--- src/rtl/rdp_systolic_arb.sv ---
// Round-robin burst arbiter sharing one rdp systolic row-pair port among N_REQ producers.
// Optional macro RDP_ARB_IDLE_HOLD_EN keeps a grant through up to IDLE_TO-1 idle request cycles.
module rdp_systolic_arb #(
    parameter int unsigned N_REQ   = 4,
    parameter int unsigned BURST   = 8,
    parameter int unsigned IDLE_TO = 4
) (
    input  logic                                        clk,
    input  logic                                        reset,
    input  logic [N_REQ-1:0]                            t_req,
    output logic [N_REQ-1:0]                            t_ack,
    output logic                                        i_req,
    input  logic                                        i_ack,
    output logic [(N_REQ > 1 ? $clog2(N_REQ) : 1)-1:0]  i_sel,
    output logic                                        grant_vld,
    output logic [7:0]                                  beat_cnt
);

    localparam int unsigned SW = (N_REQ > 1) ? $clog2(N_REQ) : 1;
    localparam logic [SW-1:0] LastIdx = SW'(N_REQ - 1);
    localparam logic [7:0] LastBeat = 8'(BURST - 1);

    if (N_REQ < 1 || N_REQ > 16) begin : g_bad_n_req
        $error("N_REQ out of range");
    end
    if (BURST < 1 || BURST > 256) begin : g_bad_burst
        $error("BURST out of range");
    end
    if (IDLE_TO < 1 || IDLE_TO > 15) begin : g_bad_idle_to
        $error("IDLE_TO out of range");
    end

    typedef enum logic [0:0] {StIdle, StBurst} state_e;

    state_e          state_q, state_d;
    logic [SW-1:0]   ptr_q, ptr_d;
    logic [SW-1:0]   sel_q, sel_d;
    logic [7:0]      cnt_q, cnt_d;
`ifdef RDP_ARB_IDLE_HOLD_EN
    localparam logic [3:0] IdleTo = 4'(IDLE_TO);
    logic [3:0]      idle_q, idle_d;
`endif

    logic [2*N_REQ-1:0] req_dbl;
    logic [N_REQ-1:0]   req_rot;
    logic               win_found;
    logic [SW:0]        win_sum;
    logic [SW-1:0]      winner;
    logic [SW-1:0]      sel_next;
    logic               cur_req;
    logic               beat;
    logic               rel_grant;

    // Rotate requests so bit 0 is the producer at ptr; first set bit wins.
    always_comb begin
        req_dbl   = {t_req, t_req} >> ptr_q;
        req_rot   = req_dbl[N_REQ-1:0];
        win_found = 1'b0;
        win_sum   = '0;
        for (int j = 0; j < int'(N_REQ); j++) begin
            if (!win_found && req_rot[j]) begin
                win_found = 1'b1;
                win_sum   = {1'b0, ptr_q} + (SW+1)'(j);
            end
        end
        if (win_sum >= (SW+1)'(N_REQ)) begin
            win_sum = win_sum - (SW+1)'(N_REQ);
        end
        winner = win_sum[SW-1:0];
    end

    always_comb begin
        cur_req = 1'b0;
        t_ack   = '0;
        for (int k = 0; k < int'(N_REQ); k++) begin
            if (sel_q == SW'(k)) begin
                cur_req = t_req[k];
                t_ack[k] = (state_q == StBurst) && !reset && i_ack && t_req[k];
            end
        end
        i_req     = (state_q == StBurst) && cur_req && !reset;
        beat      = i_req && i_ack;
        grant_vld = (state_q == StBurst);
        i_sel     = sel_q;
        beat_cnt  = cnt_q;
        sel_next  = (sel_q == LastIdx) ? '0 : sel_q + SW'(1);
    end

    always_comb begin
        state_d   = state_q;
        ptr_d     = ptr_q;
        sel_d     = sel_q;
        cnt_d     = cnt_q;
        rel_grant = 1'b0;
`ifdef RDP_ARB_IDLE_HOLD_EN
        idle_d    = idle_q;
`endif
        unique case (state_q)
            StIdle: begin
                if (win_found) begin
                    state_d = StBurst;
                    sel_d   = winner;
                    cnt_d   = '0;
`ifdef RDP_ARB_IDLE_HOLD_EN
                    idle_d  = '0;
`endif
                end
            end
            StBurst: begin
                if (beat) begin
                    cnt_d = cnt_q + 8'd1;
                    if (cnt_q == LastBeat) rel_grant = 1'b1;
                end
`ifdef RDP_ARB_IDLE_HOLD_EN
                if (cur_req) begin
                    idle_d = '0;
                end else begin
                    idle_d = idle_q + 4'd1;
                    if (idle_d == IdleTo) rel_grant = 1'b1;
                end
`else
                if (!cur_req) rel_grant = 1'b1;
`endif
                if (rel_grant) begin
                    state_d = StIdle;
                    ptr_d   = sel_next;
                    cnt_d   = '0;
                end
            end
            default: state_d = StIdle;
        endcase
    end

    always_ff @(posedge clk) begin
        if (reset) begin
            state_q <= StIdle;
            ptr_q   <= '0;
            sel_q   <= '0;
            cnt_q   <= '0;
`ifdef RDP_ARB_IDLE_HOLD_EN
            idle_q  <= '0;
`endif
        end else begin
            state_q <= state_d;
            ptr_q   <= ptr_d;
            sel_q   <= sel_d;
            cnt_q   <= cnt_d;
`ifdef RDP_ARB_IDLE_HOLD_EN
            idle_q  <= idle_d;
`endif
        end
    end

endmodule
--- config.mk ---
export PLATFORM = sky130hd
export DESIGN_NAME = rdp_systolic_arb
export DESIGN_NICKNAME = d
export VERILOG_FILES = /design/src/rtl/rdp_systolic_arb.sv
export SDC_FILE = /design/constraint.sdc
export NUM_CORES = 1
export LEC_CHECK = 0
export BUFFER_PORTS_ARGS = -buffer_cell sky130_fd_sc_hd__buf_2
export CORE_ASPECT_RATIO = 0.9
export CORE_MARGIN = 3
export CORE_UTILIZATION = 51
export DETAILED_ROUTE_END_ITERATION = 12
export PLACE_DENSITY = 0.76
export RECOVER_POWER = 100
export SKIP_LAST_GASP = 1
export SYNTH_ARGS = -nofsm -noshare
export SYNTH_HDL_FRONTEND = slang
export SYNTH_SLANG_ARGS = --single-unit
--- constraint.sdc ---
create_clock -name clk -period 1.9 [get_ports clk]
set_input_delay 0.19 -clock clk [delete_from_list [all_inputs] [get_ports clk]]
set_output_delay 0.19 -clock clk [all_outputs]
set_load 0.1 [all_outputs]
**After elaboration in Yosys (flattened, before gate mapping)**

Cells that the tools add are included.

- Bits in registers: 13
- Latch bits: 0
- Bits in writable memories: 0
- Bits in read-only memories: 0
- Input bits: 7
- Output and inout bits: 16
- Logic and storage cells: 68
- Memories: 0

- $add $sub $neg: 6
- $mul: 0
- Div/mod/pow operators: 0
- Magnitude comparators: 1
- Equality and inequality tests: 6
- Shifts and indexed selects: 1
- Multiplexer cells: 29
- Bitwise logic cells: 1
- Reductions and logical operators: 20

Operators by type and width:

| kind | number |
|---|---|
| 8-bit two-way mux | 3 |
| 1-bit two-way mux | 18 |
| 8-bit case mux with 2 select lines | 1 |
| 1-bit logical AND | 12 |
| 3-bit two-way mux | 3 |
| 8-bit by 1-bit adder with 8-bit output (second input constant) | 1 |
| 8-bit by 3-bit equality test with 1-bit output (second input constant) | 1 |
| 8-bit by 2-bit >> shifter with 4-bit output | 1 |
| 2-bit by 2-bit adder with 3-bit output (second input constant) | 2 |
| 2-bit two-way mux | 3 |
| 2-bit AND reduction | 3 |
| 2-bit equality test (second input constant) | 2 |
| 1-bit zero test | 4 |
| 2-bit by 1-bit adder with 3-bit output (second input constant) | 1 |
| 3-bit greater-or-equal comparator (second input constant) | 1 |
| 3-bit by 1-bit != test with 1-bit output (second input constant) | 1 |
| 2-bit by 1-bit adder with 2-bit output (second input constant) | 1 |
| 2-bit by 1-bit equality test with 1-bit output (second input constant) | 1 |
| 2-bit zero test | 1 |
| 2-bit != test (second input constant) | 1 |
| 1-bit case mux with 2 select lines | 1 |
| 2-bit by 1-bit subtractor with 2-bit output (second input constant) | 1 |
| 1-bit inverter | 1 |

**Logic depth before layout (Yosys ltp)**

- Depth in word-level cells: 13
- Depth in mapped cells: 7
- Depth with buffers taken out: 6

**Worst setup path before layout**

Ideal clock, no wire load.

- Path kind: register -> output
- Start point: register sel_q[1] (netlist: i_sel[1])
- End point: output port i_req
- Data arrival time: 2.911 ns
- Required time: 1.710 ns
- Path slack: -1.201 ns
- Cell stages (with the launch flop): 7
- Buffers on the path: 1
- Cell sequence: dfxtp_1 -> inv_1 -> ha_1 -> nand3b_1 -> a221oi_2 -> buf_2 -> and2_1

- Longest elaborated chain between the ends: 7
- Elaborated cells on any way between the ends: 10
- Classes of those cells: 3 x eq/ne; 4 x mux; 3 x reduce/logical

Ends and longest elaborated chain:

| item | RTL line | text |
|---|---|---|
| start: declaration | 37 | `logic [SW-1:0] sel_q, sel_d;` |
| start signal: assignment | 146 | `sel_q <= sel_d;` |
| 2-bit zero test | 76 | `if (sel_q == SW'(k)) begin` |
| 1-bit two-way mux (3 in a row) | 76 |  |
| 1-bit two-way mux (*) | 76 |  |
| 1-bit logical AND (*) (2 in a row) | 81 | `i_req = (state_q == StBurst) && cur_req && !reset;` |
| end: declaration | 12 | `output logic i_req,` |

Every way passes the cells marked *; elsewhere a longest branch is shown, timed or not.

**Worst setup path after layout**

- Start point: register sel_q[0] (netlist: i_sel[0])
- End point: output port i_req

Same word-level chain as after synthesis.

==> metrics.txt <==
Cells after Synth=116; status=complete, no violations; Placed Cells=161; type of the worst min-delay path=input pin to register; max-slew violation count=0; Synthesized Nets=approximately 130; Placeable Area=~0.0015 sq mm; Slew @ Worst Pin=approximately 0.54 ns; Skew-Pair Late Insertion Delay=around 0.27 ns; Req. time, crit path=1.71 ns; Synth cell types=31; Hold Path Depth=2; asr flop ratio synth=0; H-tree Lvls=1; final non-filler cell total=~170; GRT Residual Overflow=0; FMAX=roughly 0.54 GHz; filler instances=between 100 and 150; Root Buffer=clkbuf_4; All-Layer GR Usage=0.2297; largest net degree at the start of global routing=13; top post-synthesis cells by count=13 x dfxtp_1, 12 x inv_1, 11 x nand2_1; Detailed Place HPWL=approximately 1.8 mm; CP arrival=1.68 ns; die width=~50 microns; Detailed Route WL=between 2 and 2.5 mm; Clk pin slew, worst setup/hold paths=0.08 ns; final worst setup slack=roughly 0.032 ns; Period Utilization, post-route=0.9833; num rows=13; Pwr Density=between 500 and 600 mW/mm^2; Synth Register Bits=13; Max Buffers Root-to-Sink=2; synth warn=0; global-route wire length before repair=between 3 and 4 mm; RSZ-0062 raised after global routing=true; Crit Path Class=register to output pin; final setup violation count=0; Crit Path Max Fanout=6; CTS tree=done; antenna-violating nets left=0; number of synthesized flops with an enable pin=0; Port Buffers=22; Layout area overhead=44.18%; Layout Nets=158; Routed WL per cell=about 14 microns; CTS Buf Count=3; crit path time final=around 1.9 ns; clock sink count=13; Yosys top cell area share=0.2955; Hold Violations, Final=0; setup TNS=0 ns; vias per std cell=around 6; Rel. slew slack=0.6438; Seq/Total Area, Yosys=0.2955; I/O pin total=23; pre-CTS setup slack=~0.04 ns; Max Cap Viol=0; initial core utilization=0.5761; via count=approximately 1000; Die ar.=between 0.002 and 0.0025 sq mm; die height=around 45 microns; Worst IR Drop VDD=between 0.7 and 0.8 mV; Remaining DRCs=0; Syn Std Cell Area=880.8 sq um; Util after Layout=0.8306; count leader, synth=dfxtp_1; DR iter-0 viols=between 40 and 50; CP startpoint kind=register; Register-to-Register Path Depth=6; initial antenna violation count=0; syn_area_per_cell=between 7 and 8 sq um; Layout Skew=approximately 0.0097 ns; Post-synth top flop=dfxtp_1; Pleak=around 0.46 nW; ranking of synthesized cells by area=dfxtp_1 30%, ha_1 7.1%, o221ai_1 7.0%, nand3_1 5.7%, inv_1 5.1%; gp weighted congestion=between 0.8 and 0.9; vias in the first global route=896; router iterations before antenna repair=4; n_diodes=0; Worst Setup End Kind=output pin; layout cells sized above 1=0.3931; Yosys top cell by area=dfxtp_1
[cell usage in the layout, fill, tap and decap left out, types with 2 or more instances in the layout]
cell type / instances
nor3_1: 4
inv_1: 10
clkbuf_4: 3
nand3b_1: 2
nand4_1: 3
ha_2: 2
a21oi_1: 7
o221ai_1: 7
nor2_4: 4
nand2_1: 11
dfxtp_2: 3
mux2i_1: 3
nor4_1: 2
dfxtp_1: 5
buf_4: 6
nand2b_1: 5
buf_2: 16
dfxtp_4: 5
nand3_1: 10
buf_12: 5
o21ai_0: 3
ha_4: 2
nor2_1: 6
[worst max-delay path, cell delays in order (launching register included)]
cell and delay (ns):
dfxtp_4 0.39, ha_2 0.28, a211oi_2 0.08, a221oi_4 0.29, and2_4 0.20, buf_12 0.16
[final timing paths]
kind                             endpoint  slack [ns]      from
worst max-delay path                i_req        0.03  i_sel[0]
worst min-delay path            grant_vld        0.20     reset
worst max register to register   ptr_q[0]        0.05  i_sel[0]
worst min register to register   i_sel[1]        0.52  i_sel[1]
[layout make-up]
class                      instances  area [sq um]  share of cell area
multi-input combinational         88         655.6              0.5163
sequential                        13         282.8              0.2227
timing repair buffer              28         230.2              0.1813
inverter                          12         47.55             0.03744
tap                               22         27.53             0.02167
clock buffer                       4         26.28             0.02069
[through the flow]
step	instance area, sq um	hold WS (ns)	total power [W]
final	1270	0.1997	0.0007178
after detailed placement	1206	0.4877	0.0005411
after global routing	1270	0.2275	0.0007496
after CTS	1245	0.1940	0.0007149
after floorplan	983.4	0.4135	0.0004826
after global placement	1206	0.4884	0.0005344
[repair_timing]
| item | CTS | global route |
|---|---|---|
| hold buffers | 0 | 0 |
| setup buffers | 1 | 1 |
| gates resized for setup | 1 | 4 |
| endpoints found under the setup margin | 1 | 8 |
| pin swaps | 1 | 3 |
[flip-flops by register name, summed over array words and instances, names as in the netlist]
signal     cells
grant_vld      1
beat_cnt       8
ptr_q          2
i_sel          2
[power breakdown]
| part | switching, W | leakage (nW) | internal (W) |
|---|---|---|---|
| logic | 0.000165 | 0.331 | 0.0000869 |
| registers | 0.0000165 | 0.111 | 0.000281 |
| clock network | 0.0000868 | 0.0150 | 0.0000812 |
[layer usage]
metal | GRT usage | up-vias | part of all wire | wire [microns]
met4 | 0.08840 | 0 | 0.037 | 87
li1 | - | 481 | - | -
met1 | 0.3010 | 455 | 0.43 | 1029
met5 | 0 | - | 0 | 0
met2 | 0.3747 | 60 | 0.46 | 1099
met3 | 0.04918 | 12 | 0.066 | 157
[cells by family after synthesis]
| logic type | Yosys count | share of synthesized area |
|---|---|---|
| AND/OR/NAND/NOR | 55 | 0.3225 |
| flip-flops | 13 | 0.2955 |
| AO/OA/AOI/OAI | 24 | 0.1974 |
| buffers and inverters | 15 | 0.06675 |
| multiplexers | 4 | 0.04688 |
| adder cells (fa/ha/maj) | 5 | 0.07102 |
No activity file was read; power rests on OpenSTA's default activity.
